--- config.mk ---
export PLATFORM = sky130hd
export DESIGN_NAME = fp_divider_flat
export DESIGN_NICKNAME = d
export VERILOG_FILES = /design/src/rtl/fp_divider_if.sv /design/src/rtl/fp_divider.sv /design/src/flat_wrapper.sv
export SDC_FILE = /design/constraint.sdc
export NUM_CORES = 1
export LEC_CHECK = 0
export ABC_AREA = 1
export CAP_MARGIN = 10
export CORE_UTILIZATION = 55
export CTS_CLUSTER_SIZE = 30
export DETAILED_ROUTE_END_ITERATION = 10
export GPL_TIMING_DRIVEN = 1
export PLACE_DENSITY = 0.86
export SKIP_LAST_GASP = 1
export SYNTH_ARGS = -nofsm -noshare
export SYNTH_HDL_FRONTEND = slang
export SYNTH_SLANG_ARGS = --single-unit
--- constraint.sdc ---
create_clock -name clk -period 7.6 [get_ports clk]
set_clock_uncertainty 0.2 [all_clocks]
set_input_delay 0.76 -clock clk [delete_from_list [all_inputs] [get_ports clk]]
set_output_delay 0.76 -clock clk [all_outputs]
set_load 0.1 [all_outputs]
--- src/rtl/fp_divider_if.sv ---
// Operand/result handshake bundle for fp_divider: a valid/ready request channel
// carrying the operands and a valid/ready response channel carrying the quotient and flags.
interface fp_divider_if;
  logic        in_valid;
  logic        in_ready;
  logic [31:0] a;
  logic [31:0] b;
  logic        out_valid;
  logic        out_ready;
  logic [31:0] result;
  logic        overflow;
  logic        underflow;
  logic        inf;
  logic        nan;
  logic        div_by_zero;

  modport master (
    output in_valid, a, b, out_ready,
    input  in_ready, out_valid, result, overflow, underflow, inf, nan, div_by_zero
  );

  modport slave (
    input  in_valid, a, b, out_ready,
    output in_ready, out_valid, result, overflow, underflow, inf, nan, div_by_zero
  );
endinterface

--- src/rtl/fp_divider.sv ---
// Iterative single-precision divider: restoring radix-2 significand division, one quotient
// bit per cycle, round-to-nearest-even, subnormal inputs and outputs flushed to zero.
module fp_divider #(
  parameter int unsigned EXP_WIDTH      = 8,
  parameter int unsigned MANTISSA_WIDTH = 23
) (
  input logic         clk,
  input logic         rst,
  fp_divider_if.slave bus
);
  localparam int unsigned SigW = MANTISSA_WIDTH + 1;
  localparam int unsigned QW   = MANTISSA_WIDTH + 3;
  localparam int unsigned RemW = SigW + 2;
  localparam int unsigned EW   = EXP_WIDTH + 2;
  localparam int unsigned CntW = $clog2(QW);
  localparam logic [CntW-1:0]       LastStep = CntW'(QW - 1);
  localparam logic [EXP_WIDTH-1:0]  ExpMax   = '1;
  localparam logic signed [EW-1:0]  Bias     = EW'((1 << (EXP_WIDTH - 1)) - 1);
  localparam logic [31:0]           QNan     = {1'b0, ExpMax, 1'b1, {(MANTISSA_WIDTH-1){1'b0}}};

  typedef enum logic [1:0] {StIdle, StDiv, StNorm, StDone} state_e;

  state_e                    state_q;
  logic [SigW-1:0]           div_q;
  logic [RemW-1:0]           rem_q;
  logic [QW-1:0]             quo_q;
  logic [CntW-1:0]           cnt_q;
  logic signed [EW-1:0]      exp_q;
  logic                      sign_q;
  logic                      out_valid_q;
  logic [31:0]               result_q;
  logic                      ovf_q, unf_q, inf_q, nan_q, dbz_q;

  // Operand decode, only meaningful in the accepting cycle
  logic [EXP_WIDTH-1:0]      ea, eb;
  logic [MANTISSA_WIDTH-1:0] fa, fb;
  logic                      a_zero, b_zero, a_inf, b_inf, a_nan, b_nan, sign_in;

  assign ea      = bus.a[MANTISSA_WIDTH +: EXP_WIDTH];
  assign eb      = bus.b[MANTISSA_WIDTH +: EXP_WIDTH];
  assign fa      = bus.a[MANTISSA_WIDTH-1:0];
  assign fb      = bus.b[MANTISSA_WIDTH-1:0];
  assign a_zero  = (ea == '0);
  assign b_zero  = (eb == '0);
  assign a_inf   = (ea == ExpMax) && (fa == '0);
  assign b_inf   = (eb == ExpMax) && (fb == '0);
  assign a_nan   = (ea == ExpMax) && (fa != '0);
  assign b_nan   = (eb == ExpMax) && (fb != '0);
  assign sign_in = bus.a[31] ^ bus.b[31];

  logic        spec_hit, spec_inf, spec_nan, spec_dbz;
  logic [31:0] spec_res;

  always_comb begin
    spec_hit = 1'b1;
    spec_res = '0;
    spec_inf = 1'b0;
    spec_nan = 1'b0;
    spec_dbz = 1'b0;
    if (a_nan || b_nan || (a_zero && b_zero) || (a_inf && b_inf)) begin
      spec_res = QNan;
      spec_nan = 1'b1;
    end else if (a_inf) begin
      spec_res = {sign_in, ExpMax, {MANTISSA_WIDTH{1'b0}}};
      spec_inf = 1'b1;
    end else if (b_zero) begin
      spec_res = {sign_in, ExpMax, {MANTISSA_WIDTH{1'b0}}};
      spec_inf = 1'b1;
      spec_dbz = 1'b1;
    end else if (a_zero || b_inf) begin
      spec_res = {sign_in, {(EXP_WIDTH + MANTISSA_WIDTH){1'b0}}};
    end else begin
      spec_hit = 1'b0;
    end
  end

  logic            rem_ge;
  logic [RemW-1:0] rem_sub;

  assign rem_ge  = rem_q >= {2'b00, div_q};
  assign rem_sub = rem_ge ? rem_q - {2'b00, div_q} : rem_q;

  // Normalise the 26-bit quotient to 1.23 form, then round to nearest even
  logic [SigW-1:0]      sig_pre;
  logic [SigW:0]        sig_rnd;
  logic                 guard, sticky;
  logic signed [EW-1:0] exp_pre, exp_rnd;
  logic                 norm_ovf, norm_unf;
  logic [31:0]          norm_res;

  always_comb begin
    if (quo_q[QW-1]) begin
      sig_pre = quo_q[QW-1:2];
      guard   = quo_q[1];
      sticky  = quo_q[0] | (|rem_q);
      exp_pre = exp_q;
    end else begin
      sig_pre = quo_q[QW-2:1];
      guard   = quo_q[0];
      sticky  = |rem_q;
      exp_pre = exp_q - EW'(1);
    end
    sig_rnd = {1'b0, sig_pre} + {{SigW{1'b0}}, guard & (sticky | sig_pre[0])};
    exp_rnd = exp_pre;
    if (sig_rnd[SigW]) begin
      sig_rnd = sig_rnd >> 1;
      exp_rnd = exp_pre + EW'(1);
    end
  end

  assign norm_unf = exp_rnd[EW-1] || (exp_rnd == '0);
  assign norm_ovf = !norm_unf && (exp_rnd[EW-2:0] >= {1'b0, ExpMax});
  assign norm_res = norm_ovf ? {sign_q, ExpMax, {MANTISSA_WIDTH{1'b0}}} :
                    norm_unf ? {sign_q, {(EXP_WIDTH + MANTISSA_WIDTH){1'b0}}} :
                               {sign_q, exp_rnd[EXP_WIDTH-1:0], sig_rnd[MANTISSA_WIDTH-1:0]};

  always_ff @(posedge clk) begin
    if (rst) begin
      state_q     <= StIdle;
      out_valid_q <= 1'b0;
      result_q    <= '0;
      {ovf_q, unf_q, inf_q, nan_q, dbz_q} <= '0;
      div_q       <= '0;
      rem_q       <= '0;
      quo_q       <= '0;
      cnt_q       <= '0;
      exp_q       <= '0;
      sign_q      <= 1'b0;
    end else begin
      unique case (state_q)
        StIdle: begin
          if (bus.in_valid) begin
            sign_q <= sign_in;
            if (spec_hit) begin
              result_q <= spec_res;
              {ovf_q, unf_q, inf_q, nan_q, dbz_q} <= {2'b00, spec_inf, spec_nan, spec_dbz};
              state_q  <= StDone;
            end else begin
              div_q   <= {1'b1, fb};
              rem_q   <= {2'b00, 1'b1, fa};
              quo_q   <= '0;
              cnt_q   <= '0;
              exp_q   <= $signed({2'b00, ea}) - $signed({2'b00, eb}) + Bias;
              state_q <= StDiv;
            end
          end
        end
        StDiv: begin
          rem_q <= rem_sub << 1;
          quo_q <= {quo_q[QW-2:0], rem_ge};
          cnt_q <= cnt_q + 1'b1;
          if (cnt_q == LastStep) state_q <= StNorm;
        end
        StNorm: begin
          result_q <= norm_res;
          {ovf_q, unf_q, inf_q, nan_q, dbz_q} <= {norm_ovf, norm_unf, norm_ovf, 2'b00};
          state_q  <= StDone;
        end
        StDone: begin
          if (out_valid_q && bus.out_ready) begin
            out_valid_q <= 1'b0;
            state_q     <= StIdle;
          end else begin
            out_valid_q <= 1'b1;
          end
        end
        default: state_q <= StIdle;
      endcase
    end
  end

  assign bus.in_ready    = (state_q == StIdle);
  assign bus.out_valid   = out_valid_q;
  assign bus.result      = result_q;
  assign bus.overflow    = ovf_q;
  assign bus.underflow   = unf_q;
  assign bus.inf         = inf_q;
  assign bus.nan         = nan_q;
  assign bus.div_by_zero = dbz_q;
endmodule

--- src/flat_wrapper.sv ---
// flat-port wrapper written by rule: the top's interface ports become plain ports
module fp_divider_flat 
#(
  parameter int unsigned EXP_WIDTH      = 8,
  parameter int unsigned MANTISSA_WIDTH = 23
)
  (clk, rst, bus_in_valid, bus_a, bus_b, bus_out_ready, bus_in_ready, bus_out_valid, bus_result, bus_overflow, bus_underflow, bus_inf, bus_nan, bus_div_by_zero);
  fp_divider_if bus_i ();
  input logic clk;
  input logic rst;
  input wire logic [$bits(bus_i.in_valid)-1:0] bus_in_valid;
  input wire logic [$bits(bus_i.a)-1:0] bus_a;
  input wire logic [$bits(bus_i.b)-1:0] bus_b;
  input wire logic [$bits(bus_i.out_ready)-1:0] bus_out_ready;
  output wire logic [$bits(bus_i.in_ready)-1:0] bus_in_ready;
  output wire logic [$bits(bus_i.out_valid)-1:0] bus_out_valid;
  output wire logic [$bits(bus_i.result)-1:0] bus_result;
  output wire logic [$bits(bus_i.overflow)-1:0] bus_overflow;
  output wire logic [$bits(bus_i.underflow)-1:0] bus_underflow;
  output wire logic [$bits(bus_i.inf)-1:0] bus_inf;
  output wire logic [$bits(bus_i.nan)-1:0] bus_nan;
  output wire logic [$bits(bus_i.div_by_zero)-1:0] bus_div_by_zero;
  assign bus_i.in_valid = bus_in_valid;
  assign bus_i.a = bus_a;
  assign bus_i.b = bus_b;
  assign bus_i.out_ready = bus_out_ready;
  assign bus_in_ready = bus_i.in_ready;
  assign bus_out_valid = bus_i.out_valid;
  assign bus_result = bus_i.result;
  assign bus_overflow = bus_i.overflow;
  assign bus_underflow = bus_i.underflow;
  assign bus_inf = bus_i.inf;
  assign bus_nan = bus_i.nan;
  assign bus_div_by_zero = bus_i.div_by_zero;
  fp_divider #(.EXP_WIDTH(EXP_WIDTH), .MANTISSA_WIDTH(MANTISSA_WIDTH)) u_core (.clk(clk), .rst(rst), .bus(bus_i));
endmodule
==> results of run 1 <==
-- critical path, delay by kind of cell --
family / cells / cell delay (ns)
AOI/OAI and AO/OA: 2 / 0.32
and+or+nand+nor: 11 / 2.53
buffers and inverters: 4 / 1.29
-- flip-flops by register name (all words and copies together), names as in the netlist --
name	cells
u_core.bus.overflow	1
u_core.bus.nan	1
u_core.div_q	24
u_core.quo_q	26
u_core.bus.div_by_zero	1
u_core.bus.result	32
u_core.bus.underflow	1
u_core.bus.inf	1
u_core.cnt_q	5
u_core.state_q	2
u_core.exp_q	10
u_core.bus.out_valid	1
u_core.sign_q	1
u_core.rem_q	26
-- routing by layer --
metal	track usage, %	share of wire [%]
met2	48.5	44
met1	41.7	44
met5	0	0
met3	7.36	9.6
met4	10.1	2.3
-- synthesized netlist by cell type, types with 2 or more instances --
cell type,count
sky130_fd_sc_hd__nand3_1,65
sky130_fd_sc_hd__nand4_1,42
sky130_fd_sc_hd__nand2_1,400
sky130_fd_sc_hd__a21o_1,7
sky130_fd_sc_hd__a31oi_1,5
sky130_fd_sc_hd__inv_1,156
sky130_fd_sc_hd__o211ai_1,2
sky130_fd_sc_hd__nand2_2,7
sky130_fd_sc_hd__buf_6,3
sky130_fd_sc_hd__ha_1,42
sky130_fd_sc_hd__nor2_2,7
sky130_fd_sc_hd__nor4_1,9
sky130_fd_sc_hd__dfxtp_1,132
sky130_fd_sc_hd__nor2_4,5
sky130_fd_sc_hd__o21ai_0,123
sky130_fd_sc_hd__inv_2,10
sky130_fd_sc_hd__and3_1,2
sky130_fd_sc_hd__xnor2_1,22
sky130_fd_sc_hd__xor2_1,24
sky130_fd_sc_hd__nor2_1,191
sky130_fd_sc_hd__fa_1,2
sky130_fd_sc_hd__o21ai_1,4
sky130_fd_sc_hd__buf_2,10
sky130_fd_sc_hd__nand3b_1,3
sky130_fd_sc_hd__buf_4,3
sky130_fd_sc_hd__a211oi_1,2
sky130_fd_sc_hd__a21oi_1,178
sky130_fd_sc_hd__clkbuf_1,41
sky130_fd_sc_hd__nand3_2,3
sky130_fd_sc_hd__nor3_1,12
sky130_fd_sc_hd__a221oi_1,2
sky130_fd_sc_hd__o21bai_1,6
-- where the power goes --
| group | internal [W] | switching (W) |
|---|---|---|
| Combinational | 0.000817 | 0.00174 |
| Sequential | 0.000831 | 0.000111 |
| Clock | 0.000542 | 0.000322 |
| Total | 0.00219 | 0.00217 |
-- cell type report --
cell class	count	area, µm²
fill	1523	5520
clock inverter	12	151
clock buffer	20	467
inverter	167	627
tap	220	275
multi-input combinational	1176	5910
sequential	132	2640
timing repair buffer	113	1110
-- kinds of logic after synthesis --
family / synth area share [%]
AO/OA/AOI/OAI: 18.7
buffers and inverters: 9.43
flip-flops: 28.0
AND/OR/NAND/NOR: 33.6
adder cells (fa/ha/maj): 5.99
XOR/XNOR: 4.26
-- worst min path at each step --
stage,startpoint,to,cells past startpoint
after floorplan,u_core.div_q[10],u_core.div_q[10],2
after CTS,u_core.bus.result[13],u_core.bus.result[13],2
after detailed placement,u_core.bus.result[13],u_core.bus.result[13],2
after global routing,u_core.bus.result[0],u_core.bus.result[0],2
after global placement,u_core.rem_q[25],u_core.rem_q[25],2
final,u_core.bus.result[13],u_core.bus.result[13],2
-- through the flow --
stage                     setup slack [ns]  instance area, µm²  total power, W
after global placement                2.71               10600         0.00335
after floorplan                       4.28                9450         0.00286
after detailed placement              2.59               10600         0.00339
after CTS                             2.97               11200         0.00429
after global routing                  2.53               11200         0.00470
final                                 2.85               11200         0.00436
==> Implementation_results.wiki, run 1 <==
{| class="wikitable"
! Metric !! Value
|-
| Insertion delay of the later-clocked pin in the worst-skew pair || 0.43 ns
|-
| Total of buffers placed on input and output ports || 106
|-
| Vias/cell || 5.62
|-
| Drt total wl || 26,600 µm
|-
| Cell-by-cell listing of the critical path || clkdlybuf4s50_1 -> nor2_1 -> nand2_1 -> nor2_1 -> nand3_1 -> nand2_1 -> nand3_1 -> nor2_1 -> nand2_1 -> nor2_2 -> inv_1 -> nand2_1 -> buf_4 -> nand2_1 -> inv_2 -> o211ai_1 -> a21oi_1
|-
| Worst hold path class || reg2reg
|-
| Maximum clock rate || 210 MHz
|-
| Post-Layout Cell Count || 1,840
|-
| Count of warnings emitted by yosys || 0
|-
| Number of synthesized flops with an enable pin || 0
|-
| Vias after detailed routing || 10,300
|-
| Final antenna-violating net count || 0
|-
| Total iterations of the first detailed-routing run || 6
|-
| Ratio of total power to cell area || 390 nW/µm²
|-
| Layout cell share with drive strength beyond 1 || 4.81%
|-
| Seq/Total Area, Yosys || 28.0%
|-
| Category of the critical setup timing path || in2reg
|-
| Number of global-route vias before repair || 9,469
|-
| Distinct cell type count after synthesis || 45
|-
| Register bit total from synthesis || 132
|-
| CTS tree || yes
|-
| Commonest non-fill, non-tap cell in the layout || sky130_fd_sc_hd__nand2_1
|-
| Post-detailed-route DRC marker count || 0
|-
| Commonest non-fill, non-tap cells in the layout || sky130_fd_sc_hd__nand2_1, sky130_fd_sc_hd__nor2_1, sky130_fd_sc_hd__a21oi_1, sky130_fd_sc_hd__inv_1, sky130_fd_sc_hd__dfxtp_1
|-
| Category of the worst setup path capture point || register
|-
| FF-to-FF path depth || 23
|-
| Inserted Clock Buffers || 17
|-
| WL per Instance || 14.5 µm
|-
| Cell chosen for the clock root || sky130_fd_sc_hd__clkbuf_16
|-
| Effective utilization at floorplan || 56.6%
|-
| Kind of launch point of the worst setup path || primary input
|-
| IR Drop Worst-Case VDD || 0.257 mV
|-
| CP max stage cell || sky130_fd_sc_hd__nand2_1
|-
| Clock Pin Slew Worst Setup and Hold Paths || 0.06 ns
|-
| DIE HEIGHT || 133 µm
|-
| Unrepaired setup endpoints after global routing || false
|-
| Ratio of final minimum period to clock period || 62.5%
|-
| Cells taking the most area after synthesis || sky130_fd_sc_hd__dfxtp_1, sky130_fd_sc_hd__nand2_1, sky130_fd_sc_hd__a21oi_1
|-
| Die ar. || 17,700 µm²
|-
| Gr ovfl total || 0
|-
| Capturing instance or port of the critical path || u_core.rem_q[24]
|-
| # Post-CTS Setup Buffers || 0
|-
| Largest net degree at the start of global routing || 66
|-
| Primary flip-flop cell chosen by synthesis mapping || sky130_fd_sc_hd__dfxtp_1
|-
| Syn Area/Cell || 6.16 µm²
|-
| Post-synthesis async set-or-reset flop share || 0%
|-
| Cell total after placement || 1,808
|-
| Launching instance or port of the critical path || bus_b[3]
|-
| Die Width || 133 µm
|-
| Worst max-slew margin expressed relative to the limit || 31.7%
|-
| Final cell utilization of the core || 67.0%
|-
| Post-synth top area cell || sky130_fd_sc_hd__dfxtp_1
|-
| Summed negative setup slack over all endpoints || 0 ns
|-
| Signed area change from the synthesized netlist to the final layout || 18.4%
|-
| Gate count after technology mapping || 1,533
|-
| Antenna violations before repair || 0
|-
| Transition at the pin with the smallest max-transition slack || 1.02 ns
|-
| Wire length of the first global-routing pass || 44,700 µm
|-
| Overall fraction of global-route tracks in use || 31.0%
|-
| Clk sink count || 132
|-
| Worst R2R Setup Slack || 3.38 ns
|-
| End of the worst register-to-register path || u_core.bus.result[24]
|-
| Startpoint of the lowest-slack register-to-register path || u_core.quo_q[25]
|-
| Leakage || 4.80 nW
|-
| Core Area || 16,700 µm²
|-
| Number of buffers inserted by hold repair at cts || 0
|-
| Mapped Area || 9450 µm²
|-
| GP Congestion || 1.03
|-
| WP data required || 7.75 ns
|-
| Crit path DAT || 4.91 ns
|-
| Tightest hold margin || 0.264 ns
|-
| Dpl hpwl || 19,600 µm
|-
| Fin. Hold Viols || 0
|-
| Ports || 107
|-
| Area share of the leading cell type in the synthesized netlist || 28.0%
|-
| Critical Path Fanout Max || 28
|-
| Total setup violations reported at the end of the flow || 0
|-
| Number of DRC violations after detailed-routing iteration 0 || 1,108
|-
| # nets final || 1,719
|-
| Total of cells resized after clock tree synthesis || 0
|-
| Min Tclk post-route || 4.75 ns
|-
| Number of nets produced by synthesis || 1,645
|-
| Cell with the most instances on the worst path || sky130_fd_sc_hd__nand2_1
|-
| Crit-path max cell delay || 0.58 ns
|-
| Bufs on Longest Clock Path || 2
|-
| Number of violations of the max-capacitance limit || 0
|-
| Number of pins with negative max-slew slack in the final report || 0
|-
| Standard-cell row count || 47
|-
| Result of the run || completed
|-
| CTS H-tree lvls || 4
|-
| Number of diodes || 0
|}
No activity file was read; power rests on OpenSTA's default activity.
==> run 2: changes to the inputs <==
Clock period 7.6 ns to 5 ns, I/O delays scaled along.
==> run 2 against run 1 <==
Non-clock buffer count grew 3. Total power grew 48%. Cell area shrank 0.55%. Cell count grew 0.16%. Combinational power grew 52%. Via count shrank 1.1%. Setup slack lost 2.0 ns. Critical path type is now reg2reg. Register-to-register slack lost 2.5 ns. Worst hold slack lost 0.0031 ns. Wire length shrank 1.9%. Global-route usage shrank 0.91 points. Critical path depth grew 6.
==> Implementation_results.wiki, run 2 (synthesis results as in run 1) <==
{| class="wikitable"
! Metric !! Value
|-
| Effective utilization at floorplan || 56.6% (unchanged)
|-
| Seq pwr share || 22.2% (+0.6 points)
|-
| Share of power burned in combinational logic || 60.1% (+1.5 points)
|-
| Final Cell Area || 11,100 µm² (-0.55%)
|-
| Post-detailed-route DRC marker count || 0 (unchanged)
|-
| Crit-path max cell delay || 0.54 ns (-0.04 ns)
|-
| Signed area change from the synthesized netlist to the final layout || 17.7%
|-
| Final cell utilization of the core || 66.6% (-0.37 points)
|-
| Placed instance area || 10,600 µm² (+0.21%)
|-
| Commonest non-fill, non-tap cell in the layout || sky130_fd_sc_hd__nand2_1
|-
| Final antenna-violating net count || 0 (unchanged)
|-
| Total of buffers placed on input and output ports || 106 (unchanged)
|-
| Cell with the most instances on the worst path || sky130_fd_sc_hd__nand2_1
|-
| Total iterations of the first detailed-routing run || 5 (-1)
|-
| Commonest non-fill, non-tap cells in the layout || sky130_fd_sc_hd__nand2_1, sky130_fd_sc_hd__nor2_1, sky130_fd_sc_hd__a21oi_1, sky130_fd_sc_hd__inv_1, sky130_fd_sc_hd__dfxtp_1
|-
| # nets final || 1,722 (+0.17%)
|-
| Min Tclk post-route || 4.14 ns
|-
| Critical Path Fanout Max || 42 (+50%)
|-
| Overall fraction of global-route tracks in use || 30.1% (-0.91 points)
|-
| Die Width || 133 µm (unchanged)
|-
| Number of buffers inserted by hold repair at cts || 0 (unchanged)
|-
| GP Congestion || 0.943 (-8.7%)
|-
| Category of the critical setup timing path || reg2reg
|-
| Maximum clock rate || 242 MHz
|-
| Number of violations of the max-capacitance limit || 0 (unchanged)
|-
| Clk sink count || 132 (unchanged)
|-
| Number of global-route vias before repair || 8,959 (-5.4%)
|-
| Gr ovfl total || 0 (unchanged)
|-
| Number of pins with negative max-slew slack in the final report || 0 (unchanged)
|-
| Ratio of total power to cell area || 582 nW/µm² (+49%)
|-
| Unrepaired setup endpoints after global routing || false
|-
| Crit path DAT || 4.25 ns (-0.66 ns)
|-
| WP data required || 5.11 ns (-2.64 ns)
|-
| Number of flip-flops under the largest register name || 32 (unchanged)
|-
| Number of DRC violations after detailed-routing iteration 0 || 1,083 (-2.3%)
|-
| Total of cells resized after clock tree synthesis || 0 (unchanged)
|-
| CP max stage cell || sky130_fd_sc_hd__dfxtp_1
|-
| Cell internal pwr || 0.00317 W (+45%)
|-
| CTS H-tree lvls || 4 (unchanged)
|-
| Category of the worst setup path capture point || register
|-
| Ratio of final minimum period to clock period || 82.8%
|-
| Core Area || 16,700 µm² (unchanged)
|-
| Switching power share of the total || 51.0% (+1.2 points)
|-
| WL per Instance || 14.2 µm (-2.1%)
|-
| Power, Total || 0.00647 W (+48%)
|-
| Inserted Clock Buffers || 17 (unchanged)
|-
| Bufs on Longest Clock Path || 2 (unchanged)
|-
| # Post-CTS Setup Buffers || 0 (unchanged)
|-
| Fin. Hold Viols || 0 (unchanged)
|-
| DIE HEIGHT || 133 µm (unchanged)
|-
| Transition at the pin with the smallest max-transition slack || 0.988 ns (-0.0303 ns)
|-
| Cell chosen for the clock root || sky130_fd_sc_hd__clkbuf_16
|-
| Vias/cell || 5.55 (-1.3%)
|-
| Switching power total || 0.00330 W (+52%)
|-
| Drt total wl || 26,100 µm (-1.9%)
|-
| Kind of launch point of the worst setup path || register
|-
| Vias after detailed routing || 10,200 (-1.1%)
|-
| Dpl hpwl || 19,300 µm (-1.2%)
|-
| Insertion delay of the later-clocked pin in the worst-skew pair || 0.43 ns (about the same)
|-
| Wire length of the first global-routing pass || 43,500 µm (-2.9%)
|-
| Result of the run || completed
|-
| Layout cell share with drive strength beyond 1 || 4.99% (+0.18 points)
|-
| Number of fill cells || 1,510 (-0.85%)
|-
| Worst hold path class || reg2reg
|-
| Leakage || 4.77 nW (-0.59%)
|-
| Clock network fraction of design power || 17.7% (-2.1 points)
|-
| Die ar. || 17,700 µm² (unchanged)
|-
| Largest net degree at the start of global routing || 64 (-3.0%)
|-
| Standard-cell row count || 47 (unchanged)
|-
| Clock Pin Slew Worst Setup and Hold Paths || 0.06 ns (about the same)
|-
| Tightest hold margin || 0.261 ns (-0.00311 ns)
|-
| CTS tree || yes
|-
| Number of diodes || 0 (unchanged)
|-
| Cell-by-cell listing of the critical path || buf_4 -> nand2_1 -> nand2_1 -> nand2_1 -> inv_1 -> ha_1 -> inv_1 -> nor2_2 -> nand2_1 -> nor2_4 -> nand3_2 -> inv_1 -> nand2_1 -> nand2_1 -> nand2_1 -> inv_1 -> nand2_1 -> nor2_1 -> nand2_2 -> nand3_2 -> inv_2 -> nand2_1 -> a21oi_1
|-
| Ports || 107 (unchanged)
|-
| IR Drop Worst-Case VDD || 0.379 mV (+48%)
|-
| Summed negative setup slack over all endpoints || 0 ns (unchanged)
|-
| Total setup violations reported at the end of the flow || 0 (unchanged)
|-
| Antenna violations before repair || 0 (unchanged)
|-
| Worst max-slew margin expressed relative to the limit || 33.9% (+2.2 points)
|}
run 2: changes by cell type in the layout (fill, tap and decap cells not counted), sizes merged:
cell | before | now
buf | 8 | 11
bufinv | 3 | 0
clkbuf | 20 | 17
clkinv | 6 | 10
clkinvlp | 2 | 3
inv | 168 | 169
run 2: power groups by stage:
stage                     clock, W  combinational (W)  sequential [W]
after floorplan                  0            0.00283         0.00152
after global placement           0            0.00369         0.00144
after detailed placement         0            0.00375         0.00145
after CTS                  0.00114            0.00379         0.00143
after global routing       0.00119            0.00433         0.00146
final                      0.00114            0.00389         0.00144
run 2: layout make-up:
class | count | area, µm² | share of cell area, %
inverters | 167 | 627 | 5.63
clock buffers | 17 | 425 | 3.82
well taps | 220 | 275 | 2.47
repair buffers | 116 | 1130 | 10.2
clock inverters | 15 | 109 | 0.979
multi-input cells | 1176 | 5910 | 53.2
flip-flops and latches | 132 | 2640 | 23.8
run 2: stage by stage:
| step | std cells | worst slack [ns] |
|---|---|---|
| 2_1_floorplan | 1533 | 1.68 |
| 3_3_place_gp | 1811 | 0.924 |
| 3_5_place_dp | 1811 | 0.902 |
| 4_1_cts | 1843 | 0.902 |
| 5_1_grt | 1843 | 0.393 |
| 6_report | 1843 | 0.860 |
run 2: worst max-delay path, delay by kind of cell (launching register included):
family          cells  cell delay, ns
flops               1            0.54
fa+ha+maj           1            0.16
compound gates      1            0.07
simple gates       15            2.06
buf+inv             6            1.01
run 2: routing by layer:
metal | global-route usage, % | up-vias | wire, µm
li1 | - | 5183 | -
met1 | 45.0 | 4552 | 12700
met2 | 44.3 | 459 | 10900
met3 | 4.87 | 35 | 2150
met4 | 7.54 | 0 | 360
met5 | 0 | - | 0
run 2: worst paths after layout:
path                         start                    end  slack, ns  cells past startpoint
setup / recovery  u_core.quo_q[25]  u_core.bus.result[29]       0.86                     23
hold / removal    u_core.div_q[18]       u_core.div_q[18]       0.26                      2
setup reg to reg  u_core.quo_q[25]  u_core.bus.result[29]       0.86                     23
hold reg to reg   u_core.div_q[18]       u_core.div_q[18]       0.26                      2
